`config.mk`:
```
export PLATFORM = sky130hd
export DESIGN_NAME = song_reader
export DESIGN_NICKNAME = d
export VERILOG_FILES = /design/src/rtl/song_reader.sv
export SDC_FILE = /design/constraint.sdc
export NUM_CORES = 1
export LEC_CHECK = 0
export CAP_MARGIN = 10
export CORE_ASPECT_RATIO = 2
export CORE_MARGIN = 10
export CORE_UTILIZATION = 47
export DETAILED_ROUTE_END_ITERATION = 6
export GPL_ROUTABILITY_DRIVEN = 0
export GPL_TIMING_DRIVEN = 0
export MAX_ROUTING_LAYER = met4
export PLACE_DENSITY_LB_ADDON = 0.12
export RECOVER_POWER = 25
export SLEW_MARGIN = 20
export SYNTH_ARGS = -nofsm -noshare
export SYNTH_HDL_FRONTEND = slang
export SYNTH_SLANG_ARGS = --single-unit
```
`constraint.sdc`:
```
create_clock -name clk -period 2 [get_ports clk]
set_input_delay 0.3 -clock clk [delete_from_list [all_inputs] [get_ports clk]]
set_output_delay 0.3 -clock clk [all_outputs]
set_load 0.03 [all_outputs]
```
`src/rtl/song_reader.sv`:
```
// song_reader: walks one 32-entry song in song_rom and issues {note, duration}
// words to the note player, counting each duration in beat strobes.
module song_reader #(
    parameter int NOTE_W = 6,
    parameter int DUR_W  = 6,
    parameter int IDX_W  = 5,
    parameter int SONG_W = 2
) (
    input  logic                       clk,
    input  logic                       reset,
    input  logic                       play,
    input  logic [SONG_W-1:0]          song,
    input  logic                       beat,
    output logic [SONG_W+IDX_W-1:0]    rom_addr,
    input  logic [NOTE_W+DUR_W-1:0]    rom_dout,
    output logic [NOTE_W-1:0]          note,
    output logic                       new_note,
    output logic                       note_active,
    output logic                       song_done
);

    typedef enum logic [2:0] {
        S_IDLE,
        S_FETCH,
        S_WAIT,
        S_PLAYING,
        S_PAUSED,
        S_DONE
    } state_t;

    localparam logic [IDX_W-1:0] LAST_IDX = '1;
    localparam logic [DUR_W-1:0] DUR_ONE  = DUR_W'(1);

    state_t              state;
    logic [IDX_W-1:0]    index;
    logic [SONG_W-1:0]   song_q;
    logic [DUR_W-1:0]    counter;
    logic [NOTE_W-1:0]   note_r;

    logic [NOTE_W-1:0]   dout_note;
    logic [DUR_W-1:0]    dout_dur;

    assign dout_note = rom_dout[NOTE_W+DUR_W-1:DUR_W];
    assign dout_dur  = rom_dout[DUR_W-1:0];

    // Address follows the live song input in IDLE so entry 0 is ready on start
    always_comb begin
        if (state == S_IDLE)
            rom_addr = {song, {IDX_W{1'b0}}};
        else
            rom_addr = {song_q, index};
    end

    // Sequencer FSM; outputs are registered on entry to the state they describe
    always_ff @(posedge clk) begin
        if (reset) begin
            state       <= S_IDLE;
            index       <= '0;
            song_q      <= '0;
            counter     <= '0;
            note_r      <= '0;
            note        <= '0;
            new_note    <= 1'b0;
            note_active <= 1'b0;
            song_done   <= 1'b0;
        end else begin
            new_note  <= 1'b0;
            song_done <= 1'b0;
            case (state)
                S_IDLE: begin
                    note        <= '0;
                    note_active <= 1'b0;
                    if (play) begin
                        song_q <= song;
                        index  <= '0;
                        state  <= S_FETCH;
                    end
                end

                S_FETCH: begin
                    state <= S_WAIT;
                end

                S_WAIT: begin
                    note_r  <= dout_note;
                    counter <= dout_dur;
                    if (dout_dur == '0) begin
                        // Zero-duration entry: skip silently, note output untouched
                        if (index == LAST_IDX) begin
                            state     <= S_DONE;
                            song_done <= 1'b1;
                            note      <= '0;
                        end else begin
                            index <= index + IDX_W'(1);
                            state <= S_FETCH;
                        end
                    end else if (play) begin
                        state       <= S_PLAYING;
                        note        <= dout_note;
                        note_active <= 1'b1;
                        new_note    <= 1'b1;
                    end else begin
                        state <= S_PAUSED;
                        note  <= '0;
                    end
                end

                S_PLAYING: begin
                    // Expiry takes priority over a pause request; the pause is
                    // then honoured when the next entry reaches WAIT.
                    if (beat && counter == DUR_ONE) begin
                        counter     <= counter - DUR_ONE;
                        note_active <= 1'b0;
                        if (index == LAST_IDX) begin
                            state     <= S_DONE;
                            song_done <= 1'b1;
                            note      <= '0;
                        end else begin
                            index <= index + IDX_W'(1);
                            state <= S_FETCH;
                        end
                    end else if (!play) begin
                        state       <= S_PAUSED;
                        note        <= '0;
                        note_active <= 1'b0;
                    end else if (beat) begin
                        counter <= counter - DUR_ONE;
                    end
                end

                S_PAUSED: begin
                    if (play) begin
                        state       <= S_PLAYING;
                        note        <= note_r;
                        note_active <= 1'b1;
                        new_note    <= 1'b1;
                    end
                end

                S_DONE: begin
                    index <= '0;
                    note  <= '0;
                    state <= S_IDLE;
                end

                default: begin
                    state <= S_IDLE;
                end
            endcase
        end
    end

endmodule

```
After elaboration in Yosys (flattened, before gate mapping)
Index checks and enable logic that the tools add are counted.

Register bits: 31. Bits of input ports: 18. Output and inout bits: 16. Logic and storage cells: 77.

Add/subtract/negate cells: 2. Equality and inequality tests: 15. Multiplexer cells: 37. Reduce and logical (&&, ||, !) cells: 14.

Operator list (count): $mux W6 (9); $pmux W6 S4 (1); $mux W3 (7); $mux W5 (4); $pmux W5 S4 (1); $pmux W3 S5 (1); $pmux W6 S2 (1); $reduce_and A3 Y1 (4); $reduce_bool A4 Y1 (3); $ne A2 B2 Y1 const B (5); $mux W1 (9); $ne A3 B3 Y1 const B (3); $mux W7 (1); $eq A3 B2 Y1 const B (2); $eq A3 B3 Y1 const B (2); $eq A6 B1 Y1 const B (1); $logic_not A6 Y1 (1); $sub A6 B1 Y6 const B (1); $add A5 B1 Y5 const B (1); $eq A5 B5 Y1 const B (1); $pmux W1 S2 (2); $pmux W1 S4 (1); $reduce_and A4 Y1 (1); $eq A3 B1 Y1 const B (1); 5 further kinds (5).

Longest topological paths before layout
Depth after elaboration: 5. Mapped depth: 7. Depth with buffers taken out: 7.

Worst setup path before layout
Ideal clock, no wire load.

Path kind: input to register. From: input port rom_dout[0]. To: register note[0]. Library setup time: 61 ps. Data arrival time: 1990 ps. Setup slack: -51 ps. Stages: 6. Path buffers: 1. Cells stage by stage: or4_4 -> or3_1 -> buf_2 -> or4b_1 -> o211ai_1 -> a22o_1.

Cells in the longest elaborated chain, start to end: 3.

RTL lines: from (decl) (line 15) `input logic [NOTE_W+DUR_W-1:0] rom_dout,`; $logic_not A6 Y1 (line 87) `if (dout_dur == '0) begin`; $mux W6 (line 87); $pmux W6 S4 (line 69) `case (state)`; to (signal assigned) (line 99) `note <= dout_note;`; to (signal assigned) (line 134) `note <= note_r;`; to (decl) (line 16) `output logic [NOTE_W-1:0] note,`.

No other way between the ends. A chain may end at the register's enable or synchronous reset.

Final worst setup path
From: input port rom_dout[2]. To: register note[0].

Same word-level chain as after synthesis.

==> results.md <==
- EDFF count, synth: 0
- Mapped Area: approximately 1800 um2
- Sw Ratio: 30.4%
- Fin. max-slew vios: 0
- PortBufs: 33
- Number of global-route vias before repair: 2010
- Max Cap Viol: 0
- Comb pwr share: 23.8%
- Synth Net Count: 251
- Final wirelength: 5.54 mm
- Critical Path, Cell by Cell: buf_2 -> or4_4 -> or3_4 -> or4b_1 -> o211ai_1 -> a22o_1
- H-Tree Depth: 2
- Clock Skews: 0.00871 ns
- Die width: 63.8 um
- CP peak stage delay: about 0.55 ns
- Total gr overflow: 0
- Placed cell area: 2200 um2
- Sequential area share after synthesis: approximately 34%
- Fin crit period: just under 2 ns
- Worst EP required: roughly 2.2 ns
- Fin. Hold Viols: 0
- Worst-path maximum fanout: 8
- Ant diodes: 0
- Clock Latency Late Sink: 0.29 ns
- Cts hold-fix bufs: 0
- Share of layout cells above drive strength 1: 18.8%
- CTS clk-pin slew, worst paths: 0.06 ns
- I/O pins: 34
- WP buf/inv: 1
- Met1 Use GR: 15.7%
- # setup viols final: 0
- TritonCTS Sinks: 31
- Die footprint: 6870 um2
- Total global-route track usage: between 10% and 20%
- DRT iter0 DRCs: between 80 and 90
- Slew HR: 61.9%
- Largest net degree at the start of global routing: 12
- WP data arrival: around 2.2 ns
- Internal: 1.05 mW
- Final hold slack: 0.427 ns
- Std cell rows: 31
- DRT Pass-1 Iters: 4
- Synth area leader: dfxtp_1
- Top-area cell type share of the netlist area: 34.4%
- Syn avg cell area: just under 8 um2
- Vias: 1980
- Largest cells by area after synthesis: dfxtp_1 (34%), a21oi_1 (8.6%), o21ai_0 (6.4%)
- Mean number of vias per cell: 6.07
- Wire per inst: approximately 17 um
- Leakage: ~0.92 nW
- Remaining antenna violation count: 0
- Status: complete, no violations
- CTS Buffer Depth: 2
- Synth warnings: 0
- Finished Cell Area: around 2500 um2
- Post-synth ARST share: 0%
- Period utilization: 98.8%
- Met2 Use GR: 28.3%
- DP Wirelength: between 4 and 5 mm
- Crit-path slowest cell: or4_4
- Synth unique cells: between 40 and 50
- #FFs+latches synth: 31
- Mapped Cells: 229
- F_max: a little over 500 MHz
- Root buffer cell: clkbuf_8
- Pwr Density: 617 nW/um2
- Critical path capture point type: flop
- Net Switching: between 0.4 and 0.5 mW
- Worst setup SP type: primary input
- Sequential Power Share: between 40% and 50%
- Core ar.: 3680 um2
- Max rail drop VDD: 0.000519 V
- Clk pwr share: between 30% and 40%
- Final core utilization: 66.6%
- CTS tree: yes
- Slew at the pin closest to its max-slew limit: between 0.5 and 0.6 ns
- Worst min-delay path class: in -> reg
- GRT met3 Usage: 3.86%
- DRC: 0
- Antenna violations before repair: 0
- Top FF cell, synth: dfxtp_1
- CP top delay family: simple AND/OR/NAND/NOR gates
- Area grow syn2layout: 35.9%
- Critical Setup Path Class: in -> reg
- Global-route wire length before repair: 8.98 mm
- Die height: 108 um
- Final nets: between 200 and 300
- Effective utilization at floorplan: 49.0%
- Top Usage Layer GRT: met2
- CTS Buf Count: 5
[cells by family after synthesis]
kind of cell    synth area share [%]
compound gates                  29.5
xor+xnor                       0.485
fa+ha+maj                       2.77
buf+inv                         4.85
flops                           34.4
mux                             2.91
simple gates                    25.1
[area by class of cell]
class | count | area [um2]
Fill cell | 338 | 1230
Multi-Input combinational cell | 175 | 1170
Sequential cell | 31 | 629
Timing Repair Buffer | 43 | 399
Buffer | 14 | 87.6
Clock buffer | 7 | 76.3
Tap cell | 49 | 61.3
Inverter | 6 | 25.0
Clock inverter | 1 | 5.00
[cell usage in the layout (no fill, tap or decap), drive strengths merged, types with 4 or more instances in the layout]
master         synthesis  layout
clkdlybuf4s50          0      13
nor4                   5       5
dlygate4sd3            0       9
nor2                  11      11
buf                    1      17
o21ai                 23      23
nand3                  9       9
dlygate4sd2            0       5
nor2b                  7       7
and3                   8       8
clkbuf                16      18
nand2                 16      16
ha                     4       4
a21oi                 31      31
nor3                   5       5
inv                    5       6
dfxtp                 31      31
a32o                   5       5
a311o                  5       5
[through the flow]
| step | setup WS (ns) | instances | power, mW | TNS [ns] |
|---|---|---|---|---|
| 2_1_floorplan | -0.0514 | 229 | 0.881 | -0.299 |
| 3_3_place_gp | -0.837 | 311 | 1.00 | -13.18 |
| 3_5_place_dp | -0.826 | 311 | 1.01 | -13.10 |
| 4_1_cts | -0.0196 | 321 | 1.51 | -0.0196 |
| 5_1_grt | -0.00622 | 326 | 1.58 | -0.00903 |
| 6_report | 0.0245 | 326 | 1.51 | 0 |
[worst reg2reg max path: stages (launching register included)]
cell	delay [ns]
dfxtp_1	0.36
nor4_4	0.34
and3_2	0.29
o221ai_1	0.14
buf_2	0.22
or2_2	0.30
a21oi_1	0.12
[per-layer routing]
metal,vias to the layer above,part of all wire [%]
li1,960,-
met4,0,3.7
met5,-,0
met2,61,55
met3,16,4.4
met1,943,36
[power groups by stage]
stage	Combinational, mW	Sequential (mW)	Clock, mW
finish	0.361	0.673	0.479
global route	0.391	0.677	0.514
CTS	0.348	0.672	0.490
detailed placement	0.325	0.680	0
global placement	0.324	0.680	0
floorplan	0.183	0.698	0
[path summary, 6_finish.rpt]
kind,endpoint,slack (ns),from,cells past startpoint
worst min register to register,song_q[1]$_SDFFE_PP0P_,0.45,song_q[1]$_SDFFE_PP0P_,2
worst max register to register,counter[2]$_SDFFE_PP0P_,0.16,counter[3]$_SDFFE_PP0P_,6
worst max-delay path,note[0]$_SDFFE_PP0P_,0.02,rom_dout[2],6
worst min-delay path,counter[2]$_SDFFE_PP0P_,0.43,rom_dout[2],4
[state kept, by name, indices dropped and copies added, names as in the netlist]
signal	flops
counter	6
note_active	1
note_r	6
index	5
song_done	1
note	6
new_note	1
song_q	2
state	3
[repair_timing]
| item | 4_1_cts | 5_1_grt |
|---|---|---|
| endpoints found under the setup margin | 24 | 21 |
| setup buffers | 3 | 7 |
| gates resized for setup | 57 | 13 |
| pin swaps | 12 | 4 |
[synth_stat cells (2+ instances only)]
| cell type | instances |
|---|---|
| a21oi_1 | 31 |
| a21o_1 | 2 |
| ha_1 | 4 |
| nor3b_1 | 2 |
| a31o_2 | 2 |
| o2111ai_1 | 2 |
| a221oi_1 | 2 |
| nor2_1 | 11 |
| nand3_1 | 9 |
| inv_1 | 5 |
| or2_2 | 3 |
| nor2b_1 | 7 |
| nand2_1 | 16 |
| a311o_1 | 5 |
| nand3b_1 | 2 |
| or3_1 | 3 |
| nor4_1 | 4 |
| a32o_1 | 5 |
| mux2i_1 | 3 |
| dfxtp_1 | 31 |
| clkbuf_1 | 16 |
| o21ai_0 | 23 |
| and3_1 | 8 |
| o211ai_1 | 3 |
| nor3_1 | 5 |
| nand2b_1 | 3 |
| mux2_2 | 2 |
No activity file was read; power rests on OpenSTA's default activity.
